==> config.mk <==
export PLATFORM = sky130hd
export DESIGN_NAME = box_shape_drawer
export DESIGN_NICKNAME = d
export VERILOG_FILES = /design/src/rtl/box_shape_drawer_pkg.sv /design/src/rtl/box_scan_counter.sv /design/src/rtl/box_shape_drawer.sv
export SDC_FILE = /design/constraint.sdc
export NUM_CORES = 1
export LEC_CHECK = 0
export BUFFER_PORTS_ARGS = -buffer_cell sky130_fd_sc_hd__buf_2
export CORE_MARGIN = 2
export CORE_UTILIZATION = 56
export CTS_CLUSTER_SIZE = 28
export DETAILED_ROUTE_END_ITERATION = 16
export GPL_TIMING_DRIVEN = 0
export PLACE_DENSITY_LB_ADDON = 0.12
export SLEW_MARGIN = 20
export SYNTH_ARGS = -nofsm -noshare
export SYNTH_HDL_FRONTEND = slang
export SYNTH_HIERARCHICAL = 1
export SYNTH_SLANG_ARGS = --single-unit
==> constraint.sdc <==
create_clock -name clock -period 2.6 [get_ports clock]
set_clock_uncertainty 0.05 [all_clocks]
set_input_delay 0.13 -clock clock [delete_from_list [all_inputs] [get_ports clock]]
set_output_delay 0.13 -clock clock [all_outputs]
set_load 0.05 [all_outputs]
==> src/rtl/box_shape_drawer_pkg.sv <==
// Shared display constants and the drawer state encoding.
package box_shape_drawer_pkg;
  localparam int GRID_W   = 240;
  localparam int GRID_H   = 180;
  localparam int COLOUR_W = 3;
  localparam int COORD_W  = 8;
  // Box dimensions are capped at 64, so 6-bit scan counters suffice.
  localparam int CNT_W    = 6;

  typedef enum logic [1:0] {S_IDLE, S_DRAW, S_DONE} state_t;

  // True when a 9-bit pixel position lies on the visible grid.
  function automatic logic in_grid(input logic [COORD_W:0] px, input logic [COORD_W:0] py);
    return (px < (COORD_W+1)'(GRID_W)) && (py < (COORD_W+1)'(GRID_H));
  endfunction
endpackage

==> src/rtl/box_scan_counter.sv <==
// Row-major column/row scan over a BOX_W x BOX_H box with a last-pixel flag.
module box_scan_counter
  import box_shape_drawer_pkg::*;
#(
  parameter int BOX_W = 16,
  parameter int BOX_H = 8
) (
  input  logic             clock,
  input  logic             reset,
  input  logic             i_clr,
  input  logic             i_en,
  output logic [CNT_W-1:0] o_col,
  output logic [CNT_W-1:0] o_row,
  output logic             o_last
);
  logic [CNT_W-1:0] r_col, r_row;
  logic             w_col_end, w_row_end;

  assign w_col_end = (r_col == CNT_W'(BOX_W-1));
  assign w_row_end = (r_row == CNT_W'(BOX_H-1));
  assign o_last    = w_col_end && w_row_end;
  assign o_col     = r_col;
  assign o_row     = r_row;

  // Advance column each enabled cycle; wrap to next row at the right edge.
  always_ff @(posedge clock) begin
    if (reset || i_clr) begin
      r_col <= '0;
      r_row <= '0;
    end else if (i_en) begin
      if (w_col_end) begin
        r_col <= '0;
        r_row <= w_row_end ? '0 : r_row + 1'b1;
      end else begin
        r_col <= r_col + 1'b1;
      end
    end
  end
endmodule

==> src/rtl/box_shape_drawer.sv <==
// Note-box drawer: latches origin/colour, scans the box one pixel per clock
// into the VGA adapter port, and pulses shapeDone when finished.
module box_shape_drawer
  import box_shape_drawer_pkg::*;
#(
  parameter int BOX_W = 16,
  parameter int BOX_H = 8
) (
  input  logic                clock,
  input  logic                reset,
  input  logic                loadStartAddress,
  input  logic                startingAddressLoaded,
  input  logic [COORD_W-1:0]  boxX,
  input  logic [COORD_W-1:0]  boxY,
  input  logic [COLOUR_W-1:0] boxColour,
  output logic [COORD_W-1:0]  x,
  output logic [COORD_W-1:0]  y,
  output logic [COLOUR_W-1:0] colour,
  output logic                plot,
  output logic                shapeDone,
  output logic                busy
);
  state_t              r_state, w_next;
  logic [COORD_W-1:0]  r_org_x, r_org_y;
  logic [COLOUR_W-1:0] r_org_c;
  logic [COORD_W-1:0]  r_x, r_y;
  logic [COLOUR_W-1:0] r_colour;
  logic                r_plot, r_done, r_busy;
  logic                w_clr, w_en, w_last;
  logic [CNT_W-1:0]    w_col, w_row;
  logic [COORD_W:0]    w_px, w_py;

  box_scan_counter #(.BOX_W(BOX_W), .BOX_H(BOX_H)) u_scan (
    .clock  (clock),
    .reset  (reset),
    .i_clr  (w_clr),
    .i_en   (w_en),
    .o_col  (w_col),
    .o_row  (w_row),
    .o_last (w_last)
  );

  // 9-bit sums so off-grid pixels are detectable before truncation.
  assign w_px = {1'b0, r_org_x} + {{(COORD_W+1-CNT_W){1'b0}}, w_col};
  assign w_py = {1'b0, r_org_y} + {{(COORD_W+1-CNT_W){1'b0}}, w_row};

  // State register.
  always_ff @(posedge clock) begin
    if (reset) r_state <= S_IDLE;
    else       r_state <= w_next;
  end

  // Next state and counter control; start/load only honoured in IDLE.
  always_comb begin
    w_next = r_state;
    w_clr  = 1'b0;
    w_en   = 1'b0;
    case (r_state)
      S_IDLE: if (startingAddressLoaded) begin
        w_clr  = 1'b1;
        w_next = S_DRAW;
      end
      S_DRAW: begin
        w_en = 1'b1;
        if (w_last) w_next = S_DONE;
      end
      S_DONE:  w_next = S_IDLE;
      default: w_next = S_IDLE;
    endcase
  end

  // Origin/colour latch; a same-cycle start then draws with the new values.
  always_ff @(posedge clock) begin
    if (reset) begin
      r_org_x <= '0;
      r_org_y <= '0;
      r_org_c <= '0;
    end else if (r_state == S_IDLE && loadStartAddress) begin
      r_org_x <= boxX;
      r_org_y <= boxY;
      r_org_c <= boxColour;
    end
  end

  // Registered VGA outputs, one cycle behind the scan position.
  always_ff @(posedge clock) begin
    if (reset) begin
      r_x      <= '0;
      r_y      <= '0;
      r_colour <= '0;
      r_plot   <= 1'b0;
      r_done   <= 1'b0;
      r_busy   <= 1'b0;
    end else begin
      r_plot <= (r_state == S_DRAW) && in_grid(w_px, w_py);
      r_done <= (r_state == S_DONE);
      r_busy <= (r_state != S_IDLE);
      if (r_state == S_DRAW) begin
        r_x      <= w_px[COORD_W-1:0];
        r_y      <= w_py[COORD_W-1:0];
        r_colour <= r_org_c;
      end
    end
  end

  assign x         = r_x;
  assign y         = r_y;
  assign colour    = r_colour;
  assign plot      = r_plot;
  assign shapeDone = r_done;
  assign busy      = r_busy;
endmodule
# [Word level (Yosys, flattened, before mapping)]
# Index checks and enable logic that the tools add are counted.
[classes] order_cmp=2 reduce_logical=9 n_eq_ne=6 add_sub_neg=4 n_mux=8
[ops] operator="8-bit by 6-bit adder with 9-bit output" n=2
[ops] operator="9-bit by 8-bit less-than comparator with 1-bit output, second input constant" n=2
[ops] operator="6-bit by 1-bit adder with 6-bit output, second input constant" n=2
[ops] operator="6-bit two-way mux" n=2
[ops] operator="6-bit by 3-bit == test with 1-bit output, second input constant" n=1
[ops] operator="6-bit by 4-bit == test with 1-bit output, second input constant" n=1
[ops] operator="1-bit logical AND" n=4
[ops] operator="2-bit two-way mux" n=2
[ops] operator="2-bit one-hot mux with 2 select lines" n=1
[ops] operator="2-bit AND reduction" n=2
[ops] operator="1-bit two-way mux" n=3
[ops] operator="2-bit by 1-bit == test with 1-bit output, second input constant" n=1
[ops] operator="2-bit == test, second input constant" n=1
[ops] operator="2-bit zero test" n=1
[ops] operator="2-bit by 1-bit != test with 1-bit output, second input constant" n=1
[ops] operator="2-bit != test, second input constant" n=1
[ops] operator="2-bit nonzero test" n=1
[ops] operator="1-bit logical OR" n=1
[word_totals] ff_bits=55

# [Depth between registers and ports, before layout]
# Gate-level depths: netlist of run 1.
[logic_depth] word_depth=4 ltp_mapped=8

# [Modules after synthesis]
# Netlist of run 1, hierarchy kept.
[modules_own_cells] module="box_shape_drawer" area_each_um2=2128.3 n_inst=1 cells_per_inst=260
[modules_own_cells] module="box_scan_counter" area_each_um2=619.3 n_inst=1 cells_per_inst=71

# [Worst setup path after synthesis of run 1]
# OpenSTA, ideal clock, no wires.
[synth_path] kind="reg-to-reg" from="register u_scan.r_row[0] (netlist: u_scan/o_row[0])" to="register r_plot (netlist: plot)" setup_slack_ns=0.568 path_stages_with_launch=9 n_path_buf=0 setup_ns=0.132 required_ns=2.418 arrival_time_ns=1.850 path_cell_list="dfxtp_1 > ha_1 > inv_1 > fa_1 > and2b_1 > o21ai_0 > nor2b_1 > o41ai_1 > a211oi_2"
[synth_via] elab_chain_cells=4
[synth_rtl] element="start: declaration" line="box_scan_counter.sv:16" text="logic [CNT_W-1:0] r_col, r_row;"
[synth_rtl] element="start signal: assignment" line="box_scan_counter.sv:33" text="r_row <= w_row_end ? '0 : r_row + 1'b1;"
[synth_rtl] element="8-bit by 6-bit adder with 9-bit output" line="box_shape_drawer.sv:45" text="assign w_py = {1'b0, r_org_y} + {{(COORD_W+1-CNT_W){1'b0}}, w_row};"
[synth_rtl] element="9-bit by 8-bit less-than comparator with 1-bit output" line="box_shape_drawer_pkg.sv:14" text="return (px < (COORD_W+1)'(GRID_W)) && (py < (COORD_W+1)'(GRID_H));"
[synth_rtl] element="1-bit logical AND" line="box_shape_drawer_pkg.sv:14"
[synth_rtl] element="1-bit logical AND" line="box_shape_drawer.sv:95" text="r_plot <= (r_state == S_DRAW) && in_grid(w_px, w_py);"
[synth_rtl] element="end signal: assignment" line="box_shape_drawer.sv:95"
[synth_rtl] element="end: declaration" line="box_shape_drawer.sv:28" text="logic r_plot, r_done, r_busy;"
# No other way between the ends.
# A chain may end at the register's enable or synchronous reset.

# [Worst setup path in the final report of run 1]
[layout_path] from="register r_state[1]" to="register u_scan.r_row[3] (netlist: u_scan/o_row[3])"
[layout_via] elab_chain_cells=3 word_cells_on_any_way=6 cone_classes="eq/ne: 1; mux: 2; reduce/logical: 3"
[layout_rtl] element="start: declaration" line="box_shape_drawer.sv:23" text="state_t r_state, w_next;"
[layout_rtl] element="start signal: assignment" line="box_shape_drawer.sv:50" text="else r_state <= w_next;"
[layout_rtl] element="2-bit by 1-bit == test with 1-bit output" line="box_shape_drawer.sv:58" text="case (r_state)"
[layout_rtl] element="1-bit two-way mux" line="box_shape_drawer.sv:58"
[layout_rtl] element="net w_en" line="box_shape_drawer.sv:29" text="logic w_clr, w_en, w_last;"
[layout_rtl] element="2-bit AND reduction (no line)"
# The timed path passes the listed nets, and every way through them passes these cells.

==> metrics.cfg, run 1 <==
[die]
initial_utilization_pct=58.2
die_height_um=74.0
die_area_mm2=0.00548
rows=25
ios=45
die_w_um=74.0
core_area_mm2=0.00472

[yosys]
synth-seq-area-share_pct=40.1
mappedNetlistArea_mm2=0.00275
ys_warn_count=6
synth_cell_type_count=52
synth-edff-count=0
ys_ff_latch=55
synthArstFlopShare_pct=0
synth-main-ff-cell=dfxtp_1
syn-num-nets=370
syn_inst=331
synth.avg_cell_area_um2=8.30

[timing]
slew_viol_final=0
final.setup.tns_ns=0
hold_violations=0
grt_setup_unrepaired=false
finalCritPeriodShare_pct=92.4
relSlewSlack_pct=58.2
setup_viol=0
layout_min_cycle_time_ns=2.40
clock.fmax_mhz=416
tightest_slew_ns=0.627
holdWs_ns=0.0759

[clock_network]
cts_tree=done
clock_sinks=55
root_buffer=clkbuf_8
clk_latency_ns=0.32
cts_made_buffers=5
postCtsSetupBuffers=0
cts_resized=0
clk_pin_slew_ns=0.10
cts_max_level=2
cts.path.max_buffers=2

[power]
leakage_nw=1.49
ir_worst_vdd_mv=0.292
p_per_area_mw_per_mm2=524

[setup_path]
cp_max_fo=10
rr_startpoint=r_state[1]
r2r_end=u_scan/o_row[3]
reg2reg_depth=7
crit_end=u_scan/o_row[3]
r2r_slack_ns=0.20
critPathLaunch=r_state[1]
cp.arrival_ns=2.57
slowest_delay_ns=0.46
cp-start-kind=flop
crit_type=reg2reg
setup.worst_path.end_class=flop
cp_slowest_cell=clkbuf_1
cp_cell_sequence=nand2b_1 -> inv_1 -> clkbuf_1 -> clkbuf_2 -> nand4_2 -> o311a_2 -> a31o_2
required_ns=2.77

[global_route]
grt_pass1_wl_mm=10.6
antenna_found_initial=0
grt_use_total_pct=25.4
grt_max_degree=18
grt_overflow=0
grt_pass1_vias=2275

[route]
vias=2582
wl_met2_mm=3.28
drt_iter0_drc=125
top_layer=met4
post_drt_wl_per_cell_um=14.0
wl_met3_um=281
drt-pass1-iter-count=4
wl_met1_mm=2.94
via_per_inst=5.51
drc_errors=0
routed_wl_mm=6.58
drtAntennaViolNets=0

[hold_path]
hold_path.class=in2reg

[final_layout]
areaGrowthSynthToFinish_pct=22.1
diodes=0
final_cell_mix=nand2_1 (66), dfxtp_1 (55), buf_2 (47)
nets=440
drive_gt1_share_pct=15.9
final_common_cell=nand2_1
n_fill_cell=387

[job]
cap_violations=0

[placement]
portBuffers=44
place.gp.congestion=0.835
hpwl_mm=4.74

[outcome]
outcome=finished, final reports clean

worst min-delay path by stage:
stage | from | endpoint | slack [ns] | cells after the start
after global placement | boxX[6] | r_org_x[6] | 0.32 | 3
after detailed placement | boxY[1] | r_org_y[1] | 0.33 | 3
final | reset | u_scan/o_row[5] | 0.08 | 3
after CTS | reset | u_scan/o_row[5] | 0.07 | 3
after floorplan | boxColour[0] | r_org_c[0] | 0.22 | 2
after global routing | reset | u_scan/o_row[5] | 0.08 | 3
per-layer routing:
metal	vias to the layer above	global-route usage [%]
li1	1317	-
met1	1199	32.1
met2	59	44.3
met3	7	4.07
met4	0	8.48
met5	-	0
final cells by class:
type                    instances  area, um^2  area share (%)
multi-input cells             253        1550            46.1
flip-flops and latches         55        1100            32.8
repair buffers                 63         410            12.2
well taps                      67        83.8            2.50
clock buffers                   5        68.8            2.05
plain buffers                  15        68.8            2.05
clock inverters                 3        43.8            1.31
inverters                       8        30.0           0.895
state kept, by name, summed over array words and instances (netlist names):
signal        count
r_org_x           8
r_org_y           8
x                 8
y                 8
u_scan/o_col      6
u_scan/o_row      6
colour            3
r_org_c           3
r_state           2
busy              1
plot              1
shapeDone         1
through the flow:
step | area (um^2) | cells | setup slack (ns) | power [mW] | utilization (%)
after floorplan | 2750 | 331 | 0.568 | 1.10 | -
after global placement | 3050 | 442 | 0.232 | 1.17 | 64.6
after detailed placement | 3050 | 442 | 0.265 | 1.17 | 64.6
after CTS | 3350 | 469 | 0.236 | 1.77 | 71.0
after global routing | 3350 | 469 | 0.0353 | 1.83 | 71.0
final | 3350 | 469 | 0.197 | 1.76 | 71.0
synth_stat cells (3+ instances only):
cell type,instances,area [um^2]
a211oi_1,5,37.5
a21o_1,6,45.0
a21oi_1,39,195
buf_2,3,15.0
clkbuf_1,10,37.5
dfxtp_1,55,1100
ha_1,14,175
inv_1,8,30.0
mux2i_1,3,30.0
nand2_1,66,248
nand2b_1,5,31.3
nand3_1,8,40.0
nand4_1,3,18.8
nor2_1,24,90.1
nor2b_1,4,25.0
nor3_1,3,15.0
nor3b_1,4,30.0
o211a_1,4,40.0
o211ai_1,3,22.5
o21ai_0,9,45.0
or2_1,3,18.8
or3_1,5,31.3
xor2_1,6,52.6
worst max-delay path, delay by kind of cell (launching register included):
family | cells | cell delay (ns)
simple gates | 2 | 0.43
compound gates | 2 | 0.66
flops | 1 | 0.33
buf+inv | 3 | 0.84
report_power, final:
group | internal [mW] | total, mW | switching [mW]
Sequential | 0.877 | 0.901 | 0.0235
Combinational | 0.100 | 0.276 | 0.176
Clock | 0.287 | 0.580 | 0.293
Total | 1.26 | 1.76 | 0.492
cell families after synthesis:
logic type,after synthesis,synth area share (%)
compound gates,89,21.6
simple gates,137,23.3
flops,55,40.1
xor+xnor,8,2.55
fa+ha+maj,16,7.83
buf+inv,23,3.60
mux,3,1.09
timing repair:
| action | in CTS | in global routing |
|---|---|---|
| hold buffers | 19 | 0 |
| hold endpoints to repair | 19 | 0 |
| setup endpoints to repair | 0 | 0 |
(Power assumes the default switching activity.)
==> run 2, diff against run 1 <==
--- a/config.mk
+++ b/config.mk
@@ -7,11 +7,12 @@
 export LEC_CHECK = 0
 export BUFFER_PORTS_ARGS = -buffer_cell sky130_fd_sc_hd__buf_2
 export CORE_MARGIN = 2
-export CORE_UTILIZATION = 56
+export CORE_UTILIZATION = 42
 export CTS_CLUSTER_SIZE = 28
 export DETAILED_ROUTE_END_ITERATION = 16
 export GPL_TIMING_DRIVEN = 0
 export PLACE_DENSITY_LB_ADDON = 0.12
+export SETUP_SLACK_MARGIN = 0.5
 export SLEW_MARGIN = 20
 export SYNTH_ARGS = -nofsm -noshare
 export SYNTH_HDL_FRONTEND = slang
==> run 2 against run 1 <==
  * The flow now finishes with violations (negative hold slack)
  * Register-to-register slack better by 0.34 ns
  * Worst hold slack worse by 0.080 ns
  * Global-route usage down 5.4 points
  * Utilization down 17 points
  * Largest power group unchanged
  * Highest routed layer unchanged
==> metrics.cfg, run 2 (synthesized netlist as in run 1, its figures left out) <==
[setup_path]
cp.arrival_ns=2.20  ; -0.37 ns
path_delay_family=simple AND/OR/NAND/NOR gates
setup.worst_path.end_class=flop
cp-start-kind=flop
required_ns=2.74  ; -0.03 ns
slowest_delay_ns=0.40  ; -0.06 ns
crit_type=reg2reg
cp_cell_sequence=ha_4 -> fa_2 -> and3_4 -> o211a_1 -> or3_1 -> nand3_1 -> a21oi_1
critPathLaunch=u_scan/o_col[0]
rr_startpoint=u_scan/o_col[0]
path_buf_inv=0  ; -3
cp_slowest_cell=fa_2
cp_max_fo=5  ; -5

[final_layout]
diodes=0  ; unchanged
final_cells=478  ; +1.9%
final_common_cell=nand2_1
final_cell_mix=nand2_1 (66), buf_2 (47), dfxtp_1 (47)
drive_gt1_share_pct=22.4  ; +6.5 points
n_fill_cell=615  ; +59%
nets=439  ; -0.23%
areaGrowthSynthToFinish_pct=26.0

[global_route]
grt_max_degree=20  ; +2
grt_overflow=0  ; unchanged
grt_use_total_pct=20.1  ; -5.4 points
grt_pass1_vias=2425  ; +6.6%
grt_pass1_wl_mm=11.5  ; +8.1%
antenna_found_initial=0  ; unchanged

[power]
ir_worst_vdd_mv=0.295  ; +1.2%
p_per_area_mw_per_mm2=492  ; -6.0%
leakage_nw=1.51  ; +1.0%

[clock_network]
cts_tree=done
cts_made_buffers=5  ; unchanged
cts.path.max_buffers=2  ; unchanged
clk_latency_ns=0.32  ; about the same
cts_max_level=2  ; unchanged
clock_sinks=55  ; unchanged
root_buffer=clkbuf_8
clk_pin_slew_ns=0.12  ; +0.02 ns

[job]
cap_violations=0  ; unchanged

[route]
routed_wl_mm=6.99  ; +6.3%
post_drt_wl_per_cell_um=14.6  ; +4.3%
vias=2537  ; -1.7%
drt_iter0_drc=106  ; -15%
via_per_inst=5.31  ; -3.6%
drt-pass1-iter-count=4  ; unchanged
drtAntennaViolNets=0  ; unchanged
drc_errors=0  ; unchanged

[die]
die_height_um=84.9  ; +15%
core_area_mm2=0.00635  ; +34%
die_area_mm2=0.00720  ; +31%
rows=29  ; +16%
die_w_um=84.9  ; +15%
initial_utilization_pct=43.3  ; -15 points
ios=45  ; unchanged

[timing]
finalCritPeriodShare_pct=79.4  ; -13 points
final.setup.tns_ns=0  ; unchanged
setup_viol=0  ; unchanged
hold_violations=1  ; +1
layout_setup_ws_ns=0.536  ; +0.340 ns
layout_min_cycle_time_ns=2.06  ; -0.340 ns
holdWs_ns=-0.00394  ; -0.0798 ns
clock.fmax_mhz=485  ; +16%
relSlewSlack_pct=55.4  ; -2.8 points
tightest_slew_ns=0.669  ; +0.0417 ns
slew_viol_final=0  ; unchanged
grt_setup_unrepaired=false

[placement]
dp.cells=452  ; +2.3%
hpwl_mm=4.91  ; +3.7%
portBuffers=44  ; unchanged
post-place-ws_ns=0.151  ; -0.114 ns
place.gp.congestion=0.927  ; +11%

[hold_path]
hold_path.class=in2reg
hp-start=boxX[0]

[outcome]
outcome=finished with violations
violations=negative hold slack

run 2: final cells by class:
class	count	area (um^2)	area share (%)
Buffer	15	78.8	2.28
Clock buffer	5	68.8	1.99
Clock inverter	3	28.8	0.832
Inverter	8	30.0	0.868
Multi-Input combinational cell	253	1650	47.6
Sequential cell	55	1120	32.2
Tap cell	77	96.3	2.78
Timing Repair Buffer	62	394	11.4
run 2: what timing repair did:
action / 4_1_cts / 5_1_grt
setup endpoints to repair: 12 / 7
pin swaps: 2 / 7
setup buffers: 2 / 2
endpoints found under the hold margin: 14 / 0
resized for setup: 9 / 25
hold buffers: 14 / 0
run 2: power breakdown:
group / leakage [nW] / internal (mW) / total (mW) / switching, mW
clock: 0.0502 / 0.201 / 0.515 / 0.315
combinational: 1.01 / 0.104 / 0.286 / 0.182
sequential: 0.453 / 0.876 / 0.901 / 0.0250
total: 1.51 / 1.18 / 1.70 / 0.522
run 2: worst reg2reg max path: cells and delay by family (launching register included):
kind                     cells  cell delay [ns]
AND/OR/NAND/NOR              3             0.64
AO/OA/AOI/OAI                2             0.30
flip-flops                   1             0.38
adder cells (fa/ha/maj)      2             0.57
run 2: worst paths after layout:
check | endpoint | slack [ns] | cells past startpoint
setup / recovery | x[6] | 0.54 | 7
hold / removal | r_org_x[0] | -0.004 | 3
setup reg to reg | x[6] | 0.54 | 7
hold reg to reg | x[3] | 0.41 | 2
run 2: stage by stage:
step / util, % / area, um^2 / hold slack, ns / total power, mW
final: 54.5 / 3460 / -0.00394 / 1.70
after global routing: 54.5 / 3460 / 0.00184 / 1.79
after CTS: 52.6 / 3340 / 0.000333 / 1.71
after detailed placement: 48.3 / 3060 / 0.325 / 1.18
after global placement: 48.3 / 3060 / 0.321 / 1.17
after floorplan: - / 2750 / 0.216 / 1.10
run 2: layer usage:
layer | vias up | track usage [%] | part of all wire (%)
met2 | 51 | 34.1 | 47
met5 | - | 0 | 0
li1 | 1310 | - | -
met1 | 1164 | 25.6 | 48
met3 | 12 | 3.99 | 3.3
met4 | 0 | 6.64 | 2.2
